==> config.mk <==
export PLATFORM = sky130hd
export DESIGN_NAME = ibf_1_serializer
export DESIGN_NICKNAME = d
export VERILOG_FILES = /design/src/rtl/ibf_1_serializer.sv
export SDC_FILE = /design/constraint.sdc
export NUM_CORES = 1
export LEC_CHECK = 0
export ABC_AREA = 0
export ABC_CLOCK_PERIOD_IN_PS = 12260
export CORE_MARGIN = 8
export CORE_UTILIZATION = 55
export DETAILED_ROUTE_END_ITERATION = 16
export DONT_BUFFER_PORTS = 1
export GPL_TIMING_DRIVEN = 0
export PLACE_DENSITY_LB_ADDON = 0.3
export SLEW_MARGIN = 40
export SYNTH_ARGS = -nofsm -noshare
export SYNTH_HDL_FRONTEND = slang
export SYNTH_SLANG_ARGS = --single-unit
==> constraint.sdc <==
create_clock -name clk -period 12.26 [get_ports clk]
set_clock_uncertainty 0.1 [all_clocks]
set_input_delay 1.839 -clock clk [delete_from_list [all_inputs] [get_ports clk]]
set_output_delay 1.839 -clock clk [all_outputs]
set_load 0.05 [all_outputs]
==> src/rtl/ibf_1_serializer.sv <==
// ibf_1_serializer
//   Inverse of the 8-point FFT first-stage butterfly. Accepts one complex frame
//   (y0..y3, re/im) per handshake, recovers the real samples
//   x0=(y0+y2)/2, x1=y1_re, x2=(y0-y2)/2, x3=y3_im, and streams them serially
//   (x0,x1,x2,x3) on a valid/ready output port.
//
// Parameters
//   W      sample width (signed two's complement, in and out)
//   ROUND  1: (a+b+1)>>>1 round-half-up, 0: (a+b)>>>1 truncate
//
// Ports
//   clk, reset            clock (rising edge), asynchronous active-high reset
//   in_valid / in_ready   input frame handshake
//   y0_re .. y3_im        complex input frame
//   out_valid / out_ready output beat handshake
//   out_data              recovered real sample
//   out_idx               sample index 0..3 of out_data
//   out_last              high with out_idx==3
//   err                   frame consistency flag
//
// Build option
//   IBF1_CHECK_EN  when defined, err flags frames whose imaginary parts of
//                  y0/y2 are nonzero or whose y1/y3 are not conjugates.
//                  When undefined, err is constant 0.

module ibf_1_serializer #(
    parameter int W     = 16,
    parameter int ROUND = 1
) (
    input  logic         clk,
    input  logic         reset,
    input  logic         in_valid,
    output logic         in_ready,
    input  logic [W-1:0] y0_re,
    input  logic [W-1:0] y0_im,
    input  logic [W-1:0] y1_re,
    input  logic [W-1:0] y1_im,
    input  logic [W-1:0] y2_re,
    input  logic [W-1:0] y2_im,
    input  logic [W-1:0] y3_re,
    input  logic [W-1:0] y3_im,
    output logic         out_valid,
    input  logic         out_ready,
    output logic [W-1:0] out_data,
    output logic [1:0]   out_idx,
    output logic         out_last,
    output logic         err
);

    typedef enum logic {IDLE, SHIFT} state_t;

    localparam logic [W:0] RND = (ROUND != 0) ? {{W{1'b0}}, 1'b1} : '0;

    // Buffer A: computed frame waiting for the shifter
    logic [W-1:0] a_q [4];
    logic         a_full_q;

    // Shifter S and beat counter
    logic [W-1:0] s_q [4];
    logic [1:0]   cnt_q;
    state_t       state_q;

    logic         accept;
    logic         consume;
    logic         load;

    logic [W:0]   y0_ext;
    logic [W:0]   y2_ext;
    logic [W:0]   sum_p;
    logic [W:0]   sum_m;
    logic [W-1:0] x0;
    logic [W-1:0] x2;

    always_comb begin
        y0_ext = {y0_re[W-1], y0_re};
        y2_ext = {y2_re[W-1], y2_re};
        sum_p  = y0_ext + y2_ext + RND;
        sum_m  = y0_ext - y2_ext + RND;
        // Taking bits [W:1] of the W+1-bit sum is the arithmetic shift by one.
        x0     = sum_p[W:1];
        x2     = sum_m[W:1];
    end

    assign in_ready = !a_full_q;
    assign accept   = in_valid && !a_full_q;
    assign consume  = (state_q == SHIFT) && out_ready;
    // S takes A either from idle or on the last beat of the current frame,
    // which keeps back-to-back frames free of bubbles.
    assign load     = a_full_q && ((state_q == IDLE) || (consume && (cnt_q == 2'd3)));

`ifdef IBF1_CHECK_EN
    logic       a_err_q;
    logic       err_q;
    logic [W:0] y1_im_ext;
    logic [W:0] y3_im_neg;
    logic       chk;

    always_comb begin
        y1_im_ext = {y1_im[W-1], y1_im};
        y3_im_neg = '0 - {y3_im[W-1], y3_im};
        chk = (y0_im != '0) || (y2_im != '0) || (y1_re != y3_re) ||
              (y1_im_ext != y3_im_neg);
    end

    always_ff @(posedge clk or posedge reset) begin
        if (reset) begin
            a_err_q <= 1'b0;
            err_q   <= 1'b0;
        end else begin
            if (accept) begin
                a_err_q <= chk;
            end
            if (load) begin
                err_q <= a_err_q;
            end
        end
    end

    assign err = err_q;
`else
    logic unused_chk_inputs;
    assign unused_chk_inputs = ^{y0_im, y2_im, y3_re, y1_im};
    assign err = 1'b0;
`endif

    always_ff @(posedge clk or posedge reset) begin
        if (reset) begin
            for (int unsigned i = 0; i < 4; i++) begin
                a_q[i] <= '0;
                s_q[i] <= '0;
            end
            a_full_q <= 1'b0;
            cnt_q    <= '0;
            state_q  <= IDLE;
        end else begin
            // Accept is written after the transfer so a same-cycle accept
            // refills A while the old frame moves into S.
            if (load) begin
                a_full_q <= 1'b0;
            end
            if (accept) begin
                a_q      <= '{x0, y1_re, x2, y3_im};
                a_full_q <= 1'b1;
            end

            case (state_q)
                IDLE: begin
                    if (load) begin
                        s_q     <= a_q;
                        cnt_q   <= '0;
                        state_q <= SHIFT;
                    end
                end
                SHIFT: begin
                    if (consume) begin
                        if (cnt_q == 2'd3) begin
                            cnt_q <= '0;
                            if (load) begin
                                s_q <= a_q;
                            end else begin
                                state_q <= IDLE;
                            end
                        end else begin
                            cnt_q <= cnt_q + 2'd1;
                        end
                    end
                end
                default: state_q <= IDLE;
            endcase
        end
    end

    assign out_valid = (state_q == SHIFT);
    assign out_data  = (state_q == SHIFT) ? s_q[cnt_q] : '0;
    assign out_idx   = cnt_q;
    assign out_last  = (state_q == SHIFT) && (cnt_q == 2'd3);

endmodule

==> results of run 1 <==
==> worst min-delay path, stage by stage, from the launching register on <==
cell and delay [ns]:
dfrtp_1 0.34, nand2_1 0.05, nand2_1 0.05
==> path summary, 6_finish.rpt <==
check / end / depth (start not counted)
max: out_data[6] / 4
min: a_q[37] / 2
max reg2reg: s_q[54] / 7
min reg2reg: a_q[37] / 2
max in group asynchronous: s_q[43] / 2
min in group asynchronous: s_q[2] / 1
==> flip-flops by register name (all words and copies together), names as in the netlist <==
register / cells
s_q: 64
a_q: 64
out_idx: 2
a_full_q: 1
out_valid: 1
==> cells in the final DEF (no fill, tap or decap), types with 16 or more instances in the layout <==
master	n
nand2_1	140
dfrtp_1	132
mux2_2	65
ha_1	45
o21ai_0	36
inv_1	33
nor2_1	28
clkbuf_1	25
a21oi_1	19
and2_1	18
clkbuf_16	17
mux4_2	16
==> logic make-up after synthesis <==
kind of cell,synth area share [%]
AND/OR/NAND/NOR,13.15
flip-flops,45.87
AO/OA/AOI/OAI,10.95
multiplexers,15.31
buffers and inverters,3.996
adder cells (fa/ha/maj),8.374
XOR/XNOR,2.311
other,0.05207
==> final cells by class <==
type                       instances  area (sq um)
sequential                       132          3303
clock buffer                      17         425.4
clock inverter                    15         157.7
buffer                            34         161.4
timing repair buffer               1         27.53
multi-input combinational        487          3611
inverter                          34         135.1
fill                            1120          4991
tap                              176         220.2
==> per-layer routing <==
metal / share of wire (%) / routed length [um] / track usage, %
met1: 45 / 8218 / 29.39
met2: 48 / 8680 / 36.87
met3: 6.5 / 1177 / 4.545
met4: 0.94 / 172 / 5.807
met5: 0 / 0 / 0
==> report_power, final <==
part | internal (uW) | switching (uW)
Combinational | 318 | 502
Sequential | 644 | 142
Clock | 300 | 196
==> per-stage QoR <==
step / utilization, % / area [sq um]
2_1_floorplan: - / 7202
5_1_grt: 61.70 / 8041
4_1_cts: 61.69 / 8040
3_3_place_gp: 56.95 / 7422
6_report: 61.70 / 8041
3_5_place_dp: 57.22 / 7457
==> results.md, run 1 <==
* Clk_lat worst skew at 0.41 ns
* Detail Route Antenna Nets at 0
* Die Wd at 130.4 um
* CTS H-Tree Depth at 4
* Post-CTS Resized at 0
* Final WL at 18250 um
* Final worst path period share at 39.98%
* Drt wl/cell at 20.37 um
* Initial antenna violation count at 0
* Pwr Total at 2102 uW
* Final HPWL DP at 13720 um
* Hold path startpoint: a_q[37]
* Detailed Routing Iterations Pass 1 at 5
* Top FF cell, synth: dfrtp_1
* DRC at 0
* Cell area power density at 261.4 mW/mm^2
* DR vias/cell at 5.737
* Core Area at 0.01303 sq mm
* Final setup viols at 0
* Total congestion overflow at 0
* Cells after DPL at 864
* Most common cell in the netlist: nand2_1
* Crit path launch type: flop
* CTS tree: done
* Unrepaired setup endpoints after global routing: false
* Rel. slew slack at 47.16%
* First-pass GRT wire length at 28750 um
* Max cap viols at 0
* Die ar. at 0.01701 sq mm
* Root buf cell: clkbuf_16
* Crit. Startpoint: out_idx[1]
* CP delay by family, top: buffers and inverters
* Count of different cell masters after synthesis at 56
* Post-CTS Setup Inserts at 0
* Post-Synthesis Cells at 687
* Critical Path Fanout Max at 10
* Row count at 42
* Clock transition at path regs at 0.06 ns
* Worst path max stage delay at 0.66 ns
* Initial Utilization at 55.26%
* Deepest clock path buffer count at 2
* Share of the synthesized area in the top cell type at 45.87%
* Critical Path AT at 2.96 ns
* Die Y at 130.4 um
* Actual slew at the worst max-slew pin at 0.7927 ns
* Syn_nets at 866
* IO Count at 154
* Layout cell share with drive strength beyond 1 at 17.78%
* Synth warn at 0
* Post-synth ARST share at 100.0%
* Sequential area share after synthesis at 45.87%
* TNS Setup at 0 ns
* Routed vias at 5140
* Leading area contributor after synthesis: dfrtp_1
* Worst VDD drop at 0.0001067 V
* Placer congestion estimate at 0.8747
* WP buf/inv at 2
* Slowest CP cell: dfrtp_1
* Fin worst setup slack at 7.359 ns
* Fin. max-slew vios at 0
* Fmax achieved at 204.0 MHz
* WHS at 0.3717 ns
* Final hold vios at 0
* Port Buf Inserts at 0
* CP cell instances: clkbuf_1 > clkbuf_1 > mux4_2 > and2_1
* Post-route insts no fill at 896
* TritonCTS Sinks at 132
* Synth top area cells: dfrtp_1 (46%), mux2_2 (10%), ha_1 (7.8%), nand2_1 (7.3%), mux4_2 (5.0%)
* Place WS at 7.642 ns
* Syn-to-layout area delta at 11.66%
* Vias in the first global route at 5350
* Top cells by count, synth: nand2_1 (140), dfrtp_1 (132), mux2_2 (65)
* Minimum clock period after layout at 4.901 ns
* GRT Overall Usage at 22.27%
* Number of CTS-inserted buffers at 17
* P_leak at 0.003799 uW
* Diodes inserted at 0
* Endpoint class of the critical path: output port
* Syn Area/Cell at 10.48 sq um
* Post-synth EDFFs at 0
* Nets at 886
* Reg2reg start: out_idx[0]
* Post-Syn Area at 0.007202 sq mm
* Number of DRC markers in iteration 0 at 373
* Worst EP required at 10.32 ns
* Outcome: finished, final reports clean
* R2r setup slk at 9.41 ns
* Seq cells post-synth at 132
* Most used cell, CP: clkbuf_1
* WS Path Type: flop to output port
* Hold buffers post-CTS at 0
* Hold Path Class: flop to flop
* Largest net degree at the start of global routing at 71
Note: power is estimated with default switching activity, not from simulation.
==> run 2: changes to the inputs <==
--- a/config.mk
+++ b/config.mk
@@ -6,7 +6,7 @@
 export NUM_CORES = 1
 export LEC_CHECK = 0
 export ABC_AREA = 0
-export ABC_CLOCK_PERIOD_IN_PS = 12260
+export ABC_CLOCK_PERIOD_IN_PS = 4100
 export CORE_MARGIN = 8
 export CORE_UTILIZATION = 55
 export DETAILED_ROUTE_END_ITERATION = 16
==> constraint.sdc (replaced) <==
create_clock -name clk -period 4.1 [get_ports clk]
set_clock_uncertainty 0.1 [all_clocks]
set_input_delay 0.615 -clock clk [delete_from_list [all_inputs] [get_ports clk]]
set_output_delay 0.615 -clock clk [all_outputs]
set_load 0.05 [all_outputs]
==> run 2 against run 1 <==
  * Clock power grew to 3.2 times the previous value
  * Cell area up 1.8%
  * Hold slack lost 0.16 ns
  * Global-route usage rose by 0.54 points
  * Total power rose to 3.1 times the previous value
  * Count of clock-buffer cells in the layout rose by 1
  * First-iteration DRC count shrank 3.8%
  * Setup slack worse by 7.0 ns
  * Utilization up 1.1 points
  * Via count increased by 2.6%
  * Largest cell class unchanged
  * Largest power group unchanged
==> results.md, run 2 (same netlist as run 1, synthesis figures left out) <==
* Final HPWL DP at 14170 um (was 13720 um)
* Post-placement cell area at 0.007548 sq mm (was 0.007457 sq mm)
* Row count at 42 (unchanged)
* Post-layout instance area at 0.008189 sq mm (was 0.008041 sq mm)
* Die Y at 130.4 um (unchanged)
* Worst path max stage delay at 0.67 ns (was 0.66 ns)
* Cell area power density at 786.0 mW/mm^2 (was 261.4 mW/mm^2)
* Detailed Routing Iterations Pass 1 at 5 (unchanged)
* Reg2reg start: out_idx[0] (unchanged)
* Most used cell, CP: clkbuf_1 (unchanged)
* Fin worst setup slack at 0.3558 ns (was 7.359 ns)
* Initial Utilization at 55.26% (unchanged)
* DRC at 0 (unchanged)
* Crit path launch type: flop (unchanged)
* CP cell instances: clkbuf_1 > clkbuf_1 > mux4_2 > and2_1 (unchanged)
* WHS at 0.2096 ns (was 0.3717 ns)
* Minimum clock period after layout at 3.744 ns
* Clk_lat worst skew at 0.41 ns (about the same)
* Drt wl/cell at 20.70 um (was 20.37 um)
* RR Endpoint: s_q[54] (unchanged)
* Final hold vios at 0 (unchanged)
* Nets at 891 (was 886)
* Deepest clock path buffer count at 2 (unchanged)
* Syn-to-layout area delta at 13.71% (was 11.66%)
* Outcome: finished, final reports clean (unchanged)
* TNS Setup at 0 ns (unchanged)
* Hold endpoint: a_q[38] (was a_q[37])
* Port Buf Inserts at 0 (unchanged)
* Most common cell after layout, fill and taps aside: nand2_1 (unchanged)
* Final WL at 18650 um (was 18250 um)
* Initial antenna violation count at 0 (unchanged)
* Unrepaired setup endpoints after global routing: false (unchanged)
* First-pass GRT wire length at 29390 um (was 28750 um)
* Sequential Area at 0.003303 sq mm (unchanged)
* Most frequent cells in the layout: nand2_1 (140), dfrtp_1 (132), mux2_2 (65), ha_1 (45), o21ai_0 (36) (unchanged)
* CTS H-Tree Depth at 4 (unchanged)
* Routed wl met3 at 1367 um (was 1177 um)
* Critical Path Fanout Max at 10 (unchanged)
* Combinational share of power at 38.5% (was 39.0%)
* Metal1 wirelength at 8070 um (was 8218 um)
* TritonCTS Sinks at 132 (unchanged)
* Top sig layer: met4 (unchanged)
* Endpoint class of the critical path: output port (unchanged)
* Internal power at 3913 uW (was 1262 uW)
* Largest net degree at the start of global routing at 28 (was 71)
* IO Count at 154 (unchanged)
* Diodes inserted at 0 (unchanged)
* Actual slew at the worst max-slew pin at 0.7799 ns (was 0.7927 ns)
* Area of the multi-input gates at 0.003611 sq mm (unchanged)
* Sw Share at 39.20% (was 39.96%)
* Worst EP required at 3.38 ns (was 10.32 ns)
* Slowest CP cell: dfrtp_1 (unchanged)
* Fmax achieved at 267.1 MHz
* Layout cell share with drive strength beyond 1 at 18.07% (was 17.78%)
* Root buf cell: clkbuf_16 (unchanged)
* Die ar. at 0.01701 sq mm (unchanged)
* R2r setup slk at 1.23 ns (was 9.41 ns)
* Number of DRC markers in iteration 0 at 359 (was 373)
* CTS tree: done (unchanged)
* Routed length on met2 at 8853 um (was 8680 um)
* Hold Path Class: input port to flop (was flop to flop)
* Final core utilization at 62.84% (was 61.70%)
* Critical Path AT at 3.03 ns (was 2.96 ns)
* Place WS at 0.6321 ns (was 7.642 ns)
* Detail Route Antenna Nets at 0 (unchanged)
* Clock transition at path regs at 0.06 ns (about the same)
* P_leak at 0.003863 uW (was 0.003799 uW)
* Routed vias at 5275 (was 5140)
* Final setup viols at 0 (unchanged)
* Final worst path period share at 91.32%
* Core Area at 0.01303 sq mm (unchanged)
* Psw at 2523 uW (was 840.0 uW)
* Placer congestion estimate at 0.8877 (was 0.8747)
* Clk pwr share at 25.0% (was 23.6%)
* Hold path startpoint: y1_re[6] (was a_q[37])
* Die Wd at 130.4 um (unchanged)
* Fin. max-slew vios at 0 (unchanged)
* Number of CTS-inserted buffers at 17 (unchanged)
* Vias in the first global route at 5464 (was 5350)
* Worst hold path depth at 2 (unchanged)
* Fillers at 1090 (was 1120)
* Share of power burned in registers at 36.6% (was 37.4%)
* Max cap viols at 0 (unchanged)
* Total congestion overflow at 0 (unchanged)
* DR vias/cell at 5.855 (was 5.737)
* Worst VDD drop at 0.0003456 V (was 0.0001067 V)
* Rel. slew slack at 47.52% (was 47.16%)
* WS Path Type: flop to output port (unchanged)
* GRT Overall Usage at 22.81% (was 22.27%)
* FF-to-FF path depth at 7 (unchanged)
[run 2: cell type report]
| type | count | share of cell area [%] |
|---|---|---|
| buffer | 34 | 1.971 |
| tap | 176 | 2.689 |
| timing repair buffer | 6 | 1.620 |
| multi-input combinational | 487 | 44.09 |
| sequential | 132 | 40.34 |
| clock inverter | 14 | 2.445 |
| clock buffer | 18 | 5.241 |
| inverter | 34 | 1.604 |
[run 2: what timing repair did]
item                                   in CTS  in global routing
gates resized for setup                     0                  0
hold buffers                                1                  0
endpoints found under the hold margin      13                  0
buffers inserted                            0                  0
[run 2: power groups by stage]
stage / Combinational (uW) / Sequential [uW] / Clock [uW]
floorplan: 2050 / 2180 / 0
global placement: 2370 / 2310 / 0
detailed placement: 2460 / 2350 / 0
CTS: 2500 / 2340 / 1620
global route: 2670 / 2420 / 1670
finish: 2480 / 2350 / 1610
[run 2: metal layers]
layer  vias to the layer above  GRT usage, %
li1                       2435             -
met1                      2626         28.77
met2                       190         37.63
met3                        24         5.357
met4                         0         8.508
met5                         -             0
[run 2: worst max-delay path by stage]
stage                         endpoint  slack [ns]  startpoint  cells past startpoint
final                      out_data[6]        0.36  out_idx[1]                      4
after global routing      out_data[12]        0.22  out_idx[1]                      4
after CTS                 out_data[12]        0.16  out_idx[0]                      4
after detailed placement  out_data[11]        0.63  out_idx[0]                      4
after global placement    out_data[10]        0.69  out_idx[0]                      4
after floorplan           out_data[10]        1.07  out_idx[0]                      4
[run 2: worst max-delay path: cells and delay by family, from the launching register on]
kind,cells,cell delay [ns]
buffers and inverters,2,1.14
flip-flops,1,0.67
multiplexers,1,0.32
AND/OR/NAND/NOR,1,0.47
[run 2: through the flow]
step           power (uW)  instances
3_5_place_dp         4813        868
5_1_grt              6761        901
2_1_floorplan        4235        687
3_3_place_gp         4678        863
6_report             6436        901
4_1_cts              6463        901
==> run 3: changes to the inputs <==
--- a/config.mk
+++ b/config.mk
@@ -6,13 +6,12 @@
 export NUM_CORES = 1
 export LEC_CHECK = 0
 export ABC_AREA = 0
-export ABC_CLOCK_PERIOD_IN_PS = 4100
+export ABC_CLOCK_PERIOD_IN_PS = 3700
 export CORE_MARGIN = 8
-export CORE_UTILIZATION = 55
+export CORE_UTILIZATION = 29
 export DETAILED_ROUTE_END_ITERATION = 16
 export DONT_BUFFER_PORTS = 1
 export GPL_TIMING_DRIVEN = 0
-export PLACE_DENSITY_LB_ADDON = 0.3
 export SLEW_MARGIN = 40
 export SYNTH_ARGS = -nofsm -noshare
 export SYNTH_HDL_FRONTEND = slang
==> constraint.sdc (replaced) <==
create_clock -name clk -period 3.7 [get_ports clk]
set_clock_uncertainty 0.1 [all_clocks]
set_input_delay 0.555 -clock clk [delete_from_list [all_inputs] [get_ports clk]]
set_output_delay 0.555 -clock clk [all_outputs]
set_load 0.05 [all_outputs]
==> run 3 against run 2 <==
  * Sequential power rose by 11%
  * Via count down 4.8%
  * Sequential share of layout area fell by 0.55 points
  * Routed wire length is 2.8% higher
  * Setup slack got worse by 0.13 ns
  * Highest routed layer unchanged
==> results.md, run 3 (same netlist as run 1, synthesis figures left out) <==
* Outcome: finished, final reports clean (unchanged)
* Share of power burned in registers at 37.6% (was 36.6%)
* Actual slew at the worst max-slew pin at 0.7529 ns (was 0.7799 ns)
* Row count at 57 (was 42)
* Cell area power density at 833.0 mW/mm^2 (was 786.0 mW/mm^2)
* Deepest clock path buffer count at 2 (unchanged)
* Top sig layer: met4 (unchanged)
* Metal1 wirelength at 9833 um (was 8070 um)
* Most common cell after layout, fill and taps aside: nand2_1 (unchanged)
* Critical Path Fanout Max at 10 (unchanged)
* Fmax achieved at 288.0 MHz
* Routed vias at 5021 (was 5275)
* IO Count at 154 (unchanged)
* Cells after DPL at 1016 (was 868)
* CTS H-Tree Depth at 4 (unchanged)
* WP buf/inv at 2 (unchanged)
* Routed length on met2 at 8026 um (was 8853 um)
* Syn-to-layout area delta at 15.29% (was 13.71%)
* Final hold vios at 0 (unchanged)
* FF-to-FF path depth at 7 (unchanged)
* Worst VDD drop at 0.0004313 V (was 0.0003456 V)
* R2r setup slk at 0.80 ns (was 1.23 ns)
* Max cap viols at 0 (unchanged)
* DRC at 0 (unchanged)
* Hold path startpoint: y1_re[11] (was y1_re[6])
* Clk_lat worst skew at 0.41 ns (about the same)
* Worst hold path depth at 2 (unchanged)
* Sw Share at 39.03% (was 39.20%)
* DR vias/cell at 4.796 (was 5.855)
* Endpoint class of the critical path: output port (unchanged)
* Final worst path period share at 93.83%
* Number of DRC markers in iteration 0 at 309 (was 359)
* Final HPWL DP at 14980 um (was 14170 um)
* Post-CTS Setup Inserts at 0 (unchanged)
* Post-layout instance area at 0.008303 sq mm (was 0.008189 sq mm)
* First-pass GRT wire length at 29720 um (was 29390 um)
* Vias in the first global route at 4985 (was 5464)
* Most frequent cells in the layout: nand2_1 (140), dfrtp_1 (132), mux2_2 (65), ha_1 (45), o21ai_0 (36) (unchanged)
* Port Buf Inserts at 0 (unchanged)
* Total congestion overflow at 0 (unchanged)
* TNS Setup at 0 ns (unchanged)
* Detail Route Antenna Nets at 0 (unchanged)
* Layout cell share with drive strength beyond 1 at 17.70% (was 18.07%)
* Root buf cell: clkbuf_16 (unchanged)
* Worst EP required at 3.04 ns (was 3.38 ns)
* Rel. slew slack at 49.34% (was 47.52%)
* GRT Overall Usage at 12.74% (was 22.81%)
* CP cell instances: clkbuf_2 > buf_2 > mux4_2 > and2_1 (was clkbuf_1 > clkbuf_1 > mux4_2 > and2_1)
* P_leak at 0.003847 uW (was 0.003863 uW)
* Critical Path AT at 2.82 ns (was 3.03 ns)
* Final WL at 19160 um (was 18650 um)
* Combinational share of power at 39.3% (was 38.5%)
* Placer congestion estimate at 0.8645 (was 0.8877)
* Crit path launch type: flop (unchanged)
* Initial antenna violation count at 0 (unchanged)
* Fin. max-slew vios at 0 (unchanged)
* Diodes inserted at 0 (unchanged)
* CP delay by family, top: buffers and inverters (unchanged)
* WS Path Type: flop to output port (unchanged)
* Die Y at 173.6 um (was 130.4 um)
* Post-placement cell area at 0.007727 sq mm (was 0.007548 sq mm)
* Largest net degree at the start of global routing at 26 (was 28)
* Internal power at 4217 uW (was 3913 uW)
* Drt wl/cell at 18.30 um (was 20.70 um)
* Slowest CP cell: dfrtp_1 (unchanged)
* Final setup viols at 0 (unchanged)
* Die ar. at 0.03013 sq mm (was 0.01701 sq mm)
* CTS tree: done (unchanged)
* RR Endpoint: s_q[1] (was s_q[54])
* TritonCTS Sinks at 132 (unchanged)
* Detailed Routing Iterations Pass 1 at 4 (was 5)
* Initial Utilization at 29.61% (was 55.26%)
* Number of CTS-inserted buffers at 17 (unchanged)
* Reg2reg start: out_idx[1] (was out_idx[0])
* Hold endpoint: a_q[43] (was a_q[38])
* Worst path max stage delay at 0.66 ns (was 0.67 ns)
* Hold Path Class: input port to flop (unchanged)
* Psw at 2700 uW (was 2523 uW)
* Nets at 891 (unchanged)
* Clock transition at path regs at 0.05 ns (was 0.06 ns)
* Core Area at 0.02432 sq mm (was 0.01303 sq mm)
* Post-route insts no fill at 1047 (was 901)
* Clk pwr share at 23.1% (was 25.0%)
* Fillers at 2425 (was 1090)
* Unrepaired setup endpoints after global routing: false (unchanged)
* Die Wd at 173.6 um (was 130.4 um)
* Routed wl met3 at 1122 um (was 1367 um)
* Minimum clock period after layout at 3.472 ns
==> run 3: cell count changes in the layout (fill, tap and decap cells not counted) <==
cell / delta
clkbuf_8: +6
inv_6: -4
bufinv_16: -3
clkinvlp_4: -3
clkinv_2: +2
clkinv_4: -2
buf_12: +1
buf_16: -1
clkbuf_1: +1
clkbuf_2: +1
==> run 3: power by group through the flow <==
stage | Combinational (uW) | Clock [uW] | Sequential (uW)
after detailed placement | 2750 | 0 | 2610
after global routing | 2970 | 1690 | 2670
after CTS | 2760 | 1630 | 2600
after floorplan | 2270 | 0 | 2420
after global placement | 2690 | 0 | 2600
final | 2720 | 1600 | 2600
==> run 3: timing repair <==
action | 4_1_cts | 5_1_grt
setup endpoints to repair | 6 | 0
hold endpoints to repair | 14 | 0
gates resized for setup | 1 | 0
hold buffers | 1 | 0
==> run 3: how the worst max path moves through the flow <==
stage	start	end	depth (start not counted)
after floorplan	out_idx[0]	out_data[10]	4
after global placement	out_idx[0]	out_data[10]	4
after detailed placement	out_idx[1]	out_data[10]	4
after CTS	out_idx[0]	out_data[12]	4
after global routing	out_idx[0]	out_data[12]	4
final	out_idx[0]	out_data[12]	4
==> run 3: cell type report <==
cell class              instances  area, sq um  area share, %
multi-input cells             487         3611          43.49
flip-flops and latches        132         3303          39.78
clock buffers                  26        519.2          6.254
well taps                     324        405.4          4.882
plain buffers                  34        162.7          1.959
inverters                      34        131.4          1.582
repair buffers                  6        125.1          1.507
clock inverters                 4        45.04         0.5425
==> run 3: metal layers <==
| metal | GRT usage (%) | up-vias |
|---|---|---|
| li1 | - | 2433 |
| met1 | 18.39 | 2451 |
| met2 | 18.10 | 124 |
| met3 | 3.398 | 13 |
| met4 | 4.026 | 0 |
| met5 | 0 | - |
==> run 3: per-stage QoR <==
| stage | util [%] | power [uW] | setup WS [ns] | hold WS [ns] |
|---|---|---|---|---|
| 2_1_floorplan | - | 4693 | 0.7320 | 0.3417 |
| 4_1_cts | 34.14 | 6988 | 0.1521 | 0.1239 |
| 5_1_grt | 34.14 | 7332 | 0.06838 | 0.1274 |
| 6_report | 34.14 | 6916 | 0.2283 | 0.1421 |
| 3_5_place_dp | 31.77 | 5357 | 0.4053 | 0.3628 |
| 3_3_place_gp | 31.30 | 5283 | 0.2880 | 0.3576 |
